## src/rtl/ram_port_arbiter_pkg.sv

```systemverilog
// Shared owner encodings, master indices and RAM width defaults for the RAM port arbiter.
package ram_port_arbiter_pkg;

  localparam int ADDR_W_DEF = 6;
  localparam int DATA_W_DEF = 16;
  localparam int NUM_M      = 3;

  // Master slot in the per-master request vectors
  localparam logic [1:0] M_BOOT = 2'd0;
  localparam logic [1:0] M_CPU  = 2'd1;
  localparam logic [1:0] M_DBG  = 2'd2;

  typedef enum logic [1:0] {
    OWN_IDLE = 2'd0,
    OWN_BOOT = 2'd1,
    OWN_CPU  = 2'd2,
    OWN_DBG  = 2'd3
  } owner_e;

endpackage

```

## src/rtl/ram_port_arbiter_if.sv

```systemverilog
// Master-side request/grant bundle plus the RAM port, shared by the arbiter and its masters.
interface ram_port_arbiter_if
  import ram_port_arbiter_pkg::*;
#(
  parameter int ADDR_W = ADDR_W_DEF,
  parameter int DATA_W = DATA_W_DEF
);
  logic              boot_req, boot_rw, boot_gnt, boot_rvalid;
  logic [ADDR_W-1:0] boot_adr;
  logic [DATA_W-1:0] boot_din;
  logic              cpu_req, cpu_rw, cpu_gnt, cpu_rvalid;
  logic [ADDR_W-1:0] cpu_adr;
  logic [DATA_W-1:0] cpu_din;
  logic              dbg_req, dbg_rw, dbg_gnt, dbg_rvalid;
  logic [ADDR_W-1:0] dbg_adr;
  logic [DATA_W-1:0] dbg_din;
  logic [ADDR_W-1:0] ram_adr;
  logic [DATA_W-1:0] ram_in, ram_out, rdata;
  logic              ram_rw, ram_enable;

  modport slave (
    input  boot_req, boot_rw, boot_adr, boot_din,
    input  cpu_req, cpu_rw, cpu_adr, cpu_din,
    input  dbg_req, dbg_rw, dbg_adr, dbg_din,
    input  ram_out,
    output boot_gnt, boot_rvalid, cpu_gnt, cpu_rvalid, dbg_gnt, dbg_rvalid,
    output ram_adr, ram_in, ram_rw, ram_enable, rdata
  );

  modport master (
    output boot_req, boot_rw, boot_adr, boot_din,
    output cpu_req, cpu_rw, cpu_adr, cpu_din,
    output dbg_req, dbg_rw, dbg_adr, dbg_din,
    output ram_out,
    input  boot_gnt, boot_rvalid, cpu_gnt, cpu_rvalid, dbg_gnt, dbg_rvalid,
    input  ram_adr, ram_in, ram_rw, ram_enable, rdata
  );
endinterface

```

## src/rtl/ram_port_arbiter_arb_rr2.sv

```systemverilog
// Two-way round-robin pick between CPU (0) and DBG (1); on a tie the one not served last wins.
module ram_port_arbiter_arb_rr2 (
  input  logic [1:0] req,
  input  logic       last,
  output logic       vld,
  output logic       pick
);
  assign vld  = |req;
  assign pick = (&req) ? ~last : req[1];
endmodule

```

## src/rtl/ram_port_arbiter.sv

```systemverilog
// Single-port RAM arbiter: BOOT has absolute priority, CPU/DBG share the rest round-robin
// with a burst limit; registered grants and a per-master read-data-valid pulse.
module ram_port_arbiter
  import ram_port_arbiter_pkg::*;
#(
  parameter int ADDR_W    = ADDR_W_DEF,
  parameter int DATA_W    = DATA_W_DEF,
  parameter int MAX_BURST = 8
) (
  input logic               clk,
  input logic               rst,
  input logic               ce,
  ram_port_arbiter_if.slave bus
);
  localparam int              CNT_W   = (MAX_BURST > 1) ? $clog2(MAX_BURST) : 1;
  localparam logic [CNT_W-1:0] CNT_MAX = CNT_W'(MAX_BURST - 1);

  logic [NUM_M-1:0]             req, rw;
  logic [NUM_M-1:0][ADDR_W-1:0] adr;
  logic [NUM_M-1:0][DATA_W-1:0] din;

  assign req = {bus.dbg_req, bus.cpu_req, bus.boot_req};
  assign rw  = {bus.dbg_rw,  bus.cpu_rw,  bus.boot_rw};
  assign adr = {bus.dbg_adr, bus.cpu_adr, bus.boot_adr};
  assign din = {bus.dbg_din, bus.cpu_din, bus.boot_din};

  owner_e           state_q, state_d, other;
  logic [CNT_W-1:0] cnt_q, cnt_d;
  logic             last_dbg_q, last_dbg_d;
  logic [NUM_M-1:0] rvalid_q, rvalid_d;
  logic [1:0]       idx;
  logic             own_req, access, rr_owner, other_req, rr_vld, rr_pick;

  ram_port_arbiter_arb_rr2 u_arb_rr2 (
    .req  ({req[M_DBG], req[M_CPU]}),
    .last (last_dbg_q),
    .vld  (rr_vld),
    .pick (rr_pick)
  );

  // Decode the current owner into its request slot and its CPU/DBG rival
  always_comb begin
    idx       = M_BOOT;
    own_req   = 1'b0;
    rr_owner  = 1'b0;
    other     = OWN_CPU;
    other_req = 1'b0;
    case (state_q)
      OWN_BOOT: begin
        idx     = M_BOOT;
        own_req = req[M_BOOT];
      end
      OWN_CPU: begin
        idx       = M_CPU;
        own_req   = req[M_CPU];
        rr_owner  = 1'b1;
        other     = OWN_DBG;
        other_req = req[M_DBG];
      end
      OWN_DBG: begin
        idx       = M_DBG;
        own_req   = req[M_DBG];
        rr_owner  = 1'b1;
        other     = OWN_CPU;
        other_req = req[M_CPU];
      end
      default: ;
    endcase
    access = ce & own_req;
  end

  always_comb begin
    state_d    = state_q;
    cnt_d      = cnt_q;
    last_dbg_d = last_dbg_q;
    rvalid_d   = rvalid_q;
    if (ce) begin
      rvalid_d = '0;
      if (access && !rw[idx]) rvalid_d[idx] = 1'b1;

      if (req[M_BOOT])
        state_d = OWN_BOOT;
      else if (rr_owner && own_req)
        // A busy owner keeps the port until its burst is used up and the rival is waiting
        state_d = (cnt_q == CNT_MAX && other_req) ? other : state_q;
      else if (rr_vld)
        state_d = rr_pick ? OWN_DBG : OWN_CPU;
      else
        state_d = OWN_IDLE;

      if (state_d != state_q)
        cnt_d = '0;
      else if (access && rr_owner && cnt_q != CNT_MAX)
        cnt_d = cnt_q + 1'b1;

      if (state_d == OWN_CPU)      last_dbg_d = 1'b0;
      else if (state_d == OWN_DBG) last_dbg_d = 1'b1;
    end
  end

  always_ff @(posedge clk or posedge rst) begin
    if (rst) begin
      state_q    <= OWN_IDLE;
      cnt_q      <= '0;
      last_dbg_q <= 1'b1;
      rvalid_q   <= '0;
    end else begin
      state_q    <= state_d;
      cnt_q      <= cnt_d;
      last_dbg_q <= last_dbg_d;
      rvalid_q   <= rvalid_d;
    end
  end

  assign bus.boot_gnt    = (state_q == OWN_BOOT);
  assign bus.cpu_gnt     = (state_q == OWN_CPU);
  assign bus.dbg_gnt     = (state_q == OWN_DBG);
  assign bus.boot_rvalid = rvalid_q[M_BOOT];
  assign bus.cpu_rvalid  = rvalid_q[M_CPU];
  assign bus.dbg_rvalid  = rvalid_q[M_DBG];

  assign bus.ram_enable = access;
  assign bus.ram_rw     = access & rw[idx];
  assign bus.ram_adr    = access ? adr[idx] : '0;
  assign bus.ram_in     = access ? din[idx] : '0;
  assign bus.rdata      = bus.ram_out;

endmodule

```

## src/flat_wrapper.sv

```systemverilog
// flat-port wrapper written by rule: the top's interface ports become plain ports
module ram_port_arbiter_flat import ram_port_arbiter_pkg::*;
#(
  parameter int ADDR_W    = ADDR_W_DEF,
  parameter int DATA_W    = DATA_W_DEF,
  parameter int MAX_BURST = 8
)
  (clk, rst, ce, bus_boot_req, bus_boot_rw, bus_boot_adr, bus_boot_din, bus_cpu_req, bus_cpu_rw, bus_cpu_adr, bus_cpu_din, bus_dbg_req, bus_dbg_rw, bus_dbg_adr, bus_dbg_din, bus_ram_out, bus_boot_gnt, bus_boot_rvalid, bus_cpu_gnt, bus_cpu_rvalid, bus_dbg_gnt, bus_dbg_rvalid, bus_ram_adr, bus_ram_in, bus_ram_rw, bus_ram_enable, bus_rdata);
  ram_port_arbiter_if #(.ADDR_W(ADDR_W), .DATA_W(DATA_W)) bus_i ();
  input logic clk;
  input logic rst;
  input logic ce;
  input wire logic [$bits(bus_i.boot_req)-1:0] bus_boot_req;
  input wire logic [$bits(bus_i.boot_rw)-1:0] bus_boot_rw;
  input wire logic [$bits(bus_i.boot_adr)-1:0] bus_boot_adr;
  input wire logic [$bits(bus_i.boot_din)-1:0] bus_boot_din;
  input wire logic [$bits(bus_i.cpu_req)-1:0] bus_cpu_req;
  input wire logic [$bits(bus_i.cpu_rw)-1:0] bus_cpu_rw;
  input wire logic [$bits(bus_i.cpu_adr)-1:0] bus_cpu_adr;
  input wire logic [$bits(bus_i.cpu_din)-1:0] bus_cpu_din;
  input wire logic [$bits(bus_i.dbg_req)-1:0] bus_dbg_req;
  input wire logic [$bits(bus_i.dbg_rw)-1:0] bus_dbg_rw;
  input wire logic [$bits(bus_i.dbg_adr)-1:0] bus_dbg_adr;
  input wire logic [$bits(bus_i.dbg_din)-1:0] bus_dbg_din;
  input wire logic [$bits(bus_i.ram_out)-1:0] bus_ram_out;
  output wire logic [$bits(bus_i.boot_gnt)-1:0] bus_boot_gnt;
  output wire logic [$bits(bus_i.boot_rvalid)-1:0] bus_boot_rvalid;
  output wire logic [$bits(bus_i.cpu_gnt)-1:0] bus_cpu_gnt;
  output wire logic [$bits(bus_i.cpu_rvalid)-1:0] bus_cpu_rvalid;
  output wire logic [$bits(bus_i.dbg_gnt)-1:0] bus_dbg_gnt;
  output wire logic [$bits(bus_i.dbg_rvalid)-1:0] bus_dbg_rvalid;
  output wire logic [$bits(bus_i.ram_adr)-1:0] bus_ram_adr;
  output wire logic [$bits(bus_i.ram_in)-1:0] bus_ram_in;
  output wire logic [$bits(bus_i.ram_rw)-1:0] bus_ram_rw;
  output wire logic [$bits(bus_i.ram_enable)-1:0] bus_ram_enable;
  output wire logic [$bits(bus_i.rdata)-1:0] bus_rdata;
  assign bus_i.boot_req = bus_boot_req;
  assign bus_i.boot_rw = bus_boot_rw;
  assign bus_i.boot_adr = bus_boot_adr;
  assign bus_i.boot_din = bus_boot_din;
  assign bus_i.cpu_req = bus_cpu_req;
  assign bus_i.cpu_rw = bus_cpu_rw;
  assign bus_i.cpu_adr = bus_cpu_adr;
  assign bus_i.cpu_din = bus_cpu_din;
  assign bus_i.dbg_req = bus_dbg_req;
  assign bus_i.dbg_rw = bus_dbg_rw;
  assign bus_i.dbg_adr = bus_dbg_adr;
  assign bus_i.dbg_din = bus_dbg_din;
  assign bus_i.ram_out = bus_ram_out;
  assign bus_boot_gnt = bus_i.boot_gnt;
  assign bus_boot_rvalid = bus_i.boot_rvalid;
  assign bus_cpu_gnt = bus_i.cpu_gnt;
  assign bus_cpu_rvalid = bus_i.cpu_rvalid;
  assign bus_dbg_gnt = bus_i.dbg_gnt;
  assign bus_dbg_rvalid = bus_i.dbg_rvalid;
  assign bus_ram_adr = bus_i.ram_adr;
  assign bus_ram_in = bus_i.ram_in;
  assign bus_ram_rw = bus_i.ram_rw;
  assign bus_ram_enable = bus_i.ram_enable;
  assign bus_rdata = bus_i.rdata;
  ram_port_arbiter #(.ADDR_W(ADDR_W), .DATA_W(DATA_W), .MAX_BURST(MAX_BURST)) u_core (.clk(clk), .rst(rst), .ce(ce), .bus(bus_i));
endmodule
```

## config.mk

```make
export PLATFORM = sky130hd
export DESIGN_NAME = ram_port_arbiter_flat
export DESIGN_NICKNAME = d
export VERILOG_FILES = /design/src/rtl/ram_port_arbiter_pkg.sv /design/src/rtl/ram_port_arbiter_if.sv /design/src/rtl/ram_port_arbiter_arb_rr2.sv /design/src/rtl/ram_port_arbiter.sv /design/src/flat_wrapper.sv
export SDC_FILE = /design/constraint.sdc
export NUM_CORES = 1
export LEC_CHECK = 0
export ABC_AREA = 1
export ABC_CLOCK_PERIOD_IN_PS = 2250
export CAP_MARGIN = 0
export CELL_PAD_IN_SITES_DETAIL_PLACEMENT = 1
export CELL_PAD_IN_SITES_GLOBAL_PLACEMENT = 1
export CORE_ASPECT_RATIO = 1.2
export CORE_UTILIZATION = 17
export CTS_BUF_LIST = sky130_fd_sc_hd__clkbuf_4 sky130_fd_sc_hd__clkbuf_8
export CTS_CLUSTER_DIAMETER = 100
export CTS_CLUSTER_SIZE = 28
export DETAILED_ROUTE_END_ITERATION = 16
export PLACE_DENSITY_LB_ADDON = 0.1
export SYNTH_ARGS = -nofsm -noshare
export SYNTH_HDL_FRONTEND = slang
export SYNTH_SLANG_ARGS = --single-unit
```

## constraint.sdc

```tcl
create_clock -name clk -period 2.25 [get_ports clk]
set_clock_uncertainty 0.05 [all_clocks]
set_input_delay 0.225 -clock clk [delete_from_list [all_inputs] [get_ports clk]]
set_output_delay 0.225 -clock clk [all_outputs]
set_load 0.005 [all_outputs]
```

### Yosys cells after proc, flatten, opt, wreduce, memory -nomap -nowiden

Index checks and enable logic that the tools add are counted.

* RAM bits: 0
* flip-flop bits (word level): 9
* output and inout port bits: 46
* memories: 0
* bits in latches: 0
* memory bits (read-only): 0

* bitwise operators: 3
* magnitude comparators: 2
* divide/modulo/power cells: 0
* equality and inequality tests: 8
* multipliers: 0
* reductions and logical operators: 14
* $add $sub $neg: 1
* shifts and indexed selects: 0
* mux-type cells: 27

Operators by type and width (number)
* $bmux 16 s2: 1
* $mux 16: 2
* $bmux 6 s2: 1
* $mux 6: 2
* $mux 2: 5
* $mux 3: 3
* $eq 2x2->1 const B: 4
* $mux 1: 8
* $logic_and 1x1->1: 6
* $reduce_and 2->1: 3
* $pmux 2 s2: 1
* $reduce_bool 2->1: 2
* $reduce_or 2->1: 2
* $add 3x1->3 const B: 1
* $eq 3x3->1 const B: 1
* $lt 2x3->1 const B: 1
* $ne 3x3->1 const B: 1
* $pmux 1 s3: 1
* $and 1x1->1: 2
* $bmux 1 s2: 1
* $demux 1 s2: 1
* $eq 2x1->1 const B: 1
* $ge 2x1->1 const B: 1
* $ne 2x2->1: 1
* other kinds (3): 3

### Logic depth before layout (Yosys ltp)

* depth after elaboration: 10
* gate-level depth with buffers: 13
* gate-level depth less buffers: 13

### Modules after synthesis

Synthesis repeated with hierarchy kept, for this count alone.

* cell total of the unflattened synthesis: 200
* area, all modules: 1211.2 sq um

By module, submodules not included
* ram_port_arbiter: area an instance 1196.1 sq um, instances 1, cells each 197, seq. area each 226.5 sq um
* ram_port_arbiter_arb_rr2: area an instance 15.0 sq um, instances 1, cells each 3, seq. area each 0.0 sq um

### Worst setup path after synthesis

OpenSTA, ideal clock, no wires.

* path type: register to output
* from: register u_core.state_q[0]
* to: output port bus_ram_adr[0]
* arrival: 1.301 ns
* path buffers: 1
* setup slack: 0.674 ns
* data required time: 1.975 ns
* cell stages (with the launch flop): 9
* cells stage by stage: dfrtp_1 inv_2 nand2_2 o21ai_4 inv_2 nand2_1 nand2_2 buf_2 a31oi_1

* word-level cells in the longest chain between the ends: 5

Ends and longest elaborated chain
* from (decl): line ram_port_arbiter.sv:27 `owner_e state_q, state_d, other;`
* from (signal assigned): line ram_port_arbiter.sv:108 `state_q <= state_d;`
* $eq 2x2->1: line ram_port_arbiter.sv:48 `case (state_q)`
* $pmux 2 s2: line ram_port_arbiter.sv:48
* $bmux 6 s2: line ram_port_arbiter.sv:124 `assign bus.ram_adr = access ? adr[idx] : '0;`
* $mux 6 (implied by the code): line ram_port_arbiter.sv:124
* $mux 6 *: line ram_port_arbiter.sv:124
* to (decl): line flat_wrapper.sv:32 `output wire logic [$bits(bus_i.ram_adr)-1:0] bus_ram_adr;`

Mark *: on every way between the ends. The rest lies on a longest branch, timed or not. The select of a mux whose other input is x is not followed.

### Worst setup path after layout

* from: register u_core.state_q[1]
* to: output port bus_ram_rw

* word-level cells in the longest chain between the ends: 5

Ends and longest elaborated chain
* $eq 2x2->1: line ram_port_arbiter.sv:48
* $pmux 2 s2: line ram_port_arbiter.sv:48
* $bmux 1 s2: line ram_port_arbiter.sv:123 `assign bus.ram_rw = access & rw[idx];`
* $mux 1 (implied by the code): line ram_port_arbiter.sv:123
* $and 1x1->1 *: line ram_port_arbiter.sv:123
* to (decl): line flat_wrapper.sv:34 `output wire logic [$bits(bus_i.ram_rw)-1:0] bus_ram_rw;`

Marked as above.

==> reports/metrics.cfg <==
[drt]
avgViaCountPerCell=4.38
dr.pass1.iters=4
drt_wl_total_um=5310
drt_drc_violations_left=0
num_vias=1641
ant_nets=0
detail_route.iter0.violations=44
wire_per_inst_um=14.2

[critical_path]
path_buf_inv=3
rr_startpoint=u_core.state_q[0]
reg2reg_depth=11
cp.arrival_ns=1.78
reg2reg_slack_ns=0.54
cp_top_family=buffers and inverters
worst-path-max-fanout=10
required_ns=1.98
crit_chain=nand2_2, clkinv_2, buf_4, a221oi_1, nor2_1, dlygate4sd2_1
crit_path_end_kind=output pin
critPathSlowestCell=dfrtp_2
r2r_end=u_core.cnt_q[2]
cp-start-kind=flop
max_stage_delay_ns=0.46
crit_type=flop to output pin

[run]
maxCapViolCount=0

[yosys]
syn_nets=286
ys_seq_elements=9
ys_types=27
yosysWarnings=0
avgSynthCellArea_um2=5.98
synth_area_mm2=0.00115
synth_cells=193
synth-seq-area-share_pct=19.6

[clocking]
clkLatencyLatePin_ns=0.24
root_buffer=clkbuf_8
clock_tree.buffer_depth=2
cts_tree=built
htreeDepth=1
clk_pin_slew_ns=0.05
cts_inserted_buffers=3
cts_sinks=9

[hold_path]
hold_path.class=input port to async pin

[finish]
regArea_um2=228
drive_gt1_share_pct=13.1
fillers=839
final_common_cell=nand2_1
diodes=0
nets=384
syn_to_final_growth_pct=101
multiInputGateArea_um2=717
mostFrequentLayoutCells=nand2_1, clkdlybuf4s50_1, dlygate4sd2_1, a31oi_1, buf_4

[floorplanning]
io_pins=137
fp.dieH_um=92.3
die_w_um=77.2
placementRows=32
fp.coreArea_mm2=0.00649
start_util_pct=17.8
die_area_mm2=0.00713

[sta]
finalSetupViolations=0
whs_ns=0.205
tightestPinTransition_ns=0.360
fmax_mhz=487
period_share_pct=91.3
hold_violations=0
rsz0062_at_grt=false
tns_ns=0
drv_slew=0
slew-limit-headroom_pct=76.0
fin_crit_ns=2.06

[global_route]
grt_overflow=0
antenna_found_initial=0
grt_max_degree=25
groute.layer.met3.usage_pct=6.40
grt_use_met1_pct=16.1
grtUsageTotal_pct=15.3
grt-busiest-layer=met2
grt.met2_usage_pct=27.7
first_global_vias=1731
grt_pass1_wl_um=8680

[power]
p_per_area_mw_per_mm2=359
ir_drop_v=0.000140
leakage_nw=1.09

[placement]
port_buffers=104
gp_congestion=0.801
place_hpwl_um=4440

[status]
status=completed

state kept, by name (all words and copies together) (netlist names):
| name | cells |
|---|---|
| u_core.rvalid_q | 3 |
| u_core.last_dbg_q | 1 |
| u_core.state_q | 2 |
| u_core.cnt_q | 3 |
stage by stage:
stage               worst slack [ns]  util, %  instance area [µm²]  power, mW  instances
detailed placement          -0.00410     35.3                 2290      0.652        370
floorplan                      0.674        -                 1150      0.379        193
finish                         0.195     35.8                 2320      0.834        375
global placement            -0.00444     35.3                 2290      0.653        370
CTS                          0.00220     35.8                 2320      0.853        375
global route                  0.0490     35.8                 2320      0.901        375
kinds of logic (layout without fill, tap and decap cells):
logic type               count (synthesis)  count (layout)  share of synthesized area [%]
AND/OR/NAND/NOR                        109             109                           40.7
buffers and inverters                   39             136                           18.3
AO/OA/AOI/OAI                           33              33                           18.4
flip-flops                               9               9                           19.6
adder cells (fa/ha/maj)                  2               2                           2.17
XOR/XNOR                                 1               1                          0.759
area by class of cell:
| class | instances | share of cell area, % |
|---|---|---|
| clock buffer | 4 | 2.10 |
| sequential | 9 | 9.80 |
| multi-input combinational | 145 | 30.9 |
| tap | 85 | 4.58 |
| inverter | 14 | 2.32 |
| timing repair buffer | 118 | 50.3 |
where the power goes:
group	total [mW]	internal (mW)	switching (mW)
combinational	0.436	0.248	0.188
clock	0.209	0.136	0.0723
sequential	0.189	0.177	0.0117
metal layers:
metal  share of wire, %  vias to the layer above
li1                   -                      808
met1                 38                      755
met2                 50                       69
met3                 11                        9
met4                1.1                        0
met5                  0                        -
worst reg2reg max path, stage by stage (launching register included):
cell     delay, ns
dfrtp_1       0.42
inv_2         0.10
nand2_2       0.10
o21ai_4       0.15
inv_2         0.05
buf_4         0.12
nor2_1        0.23
inv_1         0.09
nand4_2       0.10
nand2_2       0.08
nand2_1       0.06
nand2_1       0.04
repair_timing:
item | in CTS | in global routing
cloned | 0 | 0
setup endpoints to repair | 24 | 1
gates resized for setup | 24 | 1
hold buffers | 0 | 0
buffers inserted | 1 | 0
synth_stat cells:
library cell | count | area share, %
o21ai_4 | 1 | 1.4
dfstp_2 | 1 | 2.3
nand2_2 | 6 | 3.3
nor2_2 | 2 | 1.1
a31oi_1 | 22 | 12
nor2_1 | 5 | 1.6
a21oi_1 | 1 | 0.43
nand4_1 | 3 | 1.6
ha_1 | 2 | 2.2
nand4_2 | 1 | 1.1
o21ai_1 | 3 | 1.3
nor2_4 | 1 | 0.98
nand3_2 | 1 | 0.87
nand3_1 | 3 | 1.3
o21ai_0 | 3 | 1.3
clkbuf_1 | 6 | 2.0
nand2_4 | 1 | 0.98
buf_2 | 3 | 1.3
dfrtp_1 | 8 | 17
xor2_1 | 1 | 0.76
a221oi_1 | 1 | 0.76
o21bai_1 | 2 | 1.3
inv_2 | 4 | 1.3
inv_1 | 9 | 2.9
clkinv_2 | 1 | 0.43
buf_4 | 16 | 10
nand2_1 | 86 | 28
how the worst max path moves through the flow:
stage | depth (start not counted) | start | endpoint
floorplan | 8 | u_core.state_q[0] | bus_ram_adr[0]
global placement | 9 | bus_cpu_req | bus_ram_in[15]
detailed placement | 9 | bus_cpu_req | bus_ram_adr[2]
CTS | 9 | u_core.state_q[0] | bus_ram_enable
global route | 9 | u_core.state_q[0] | bus_ram_adr[1]
finish | 6 | u_core.state_q[1] | bus_ram_rw
No activity file was read; power rests on OpenSTA's default activity.
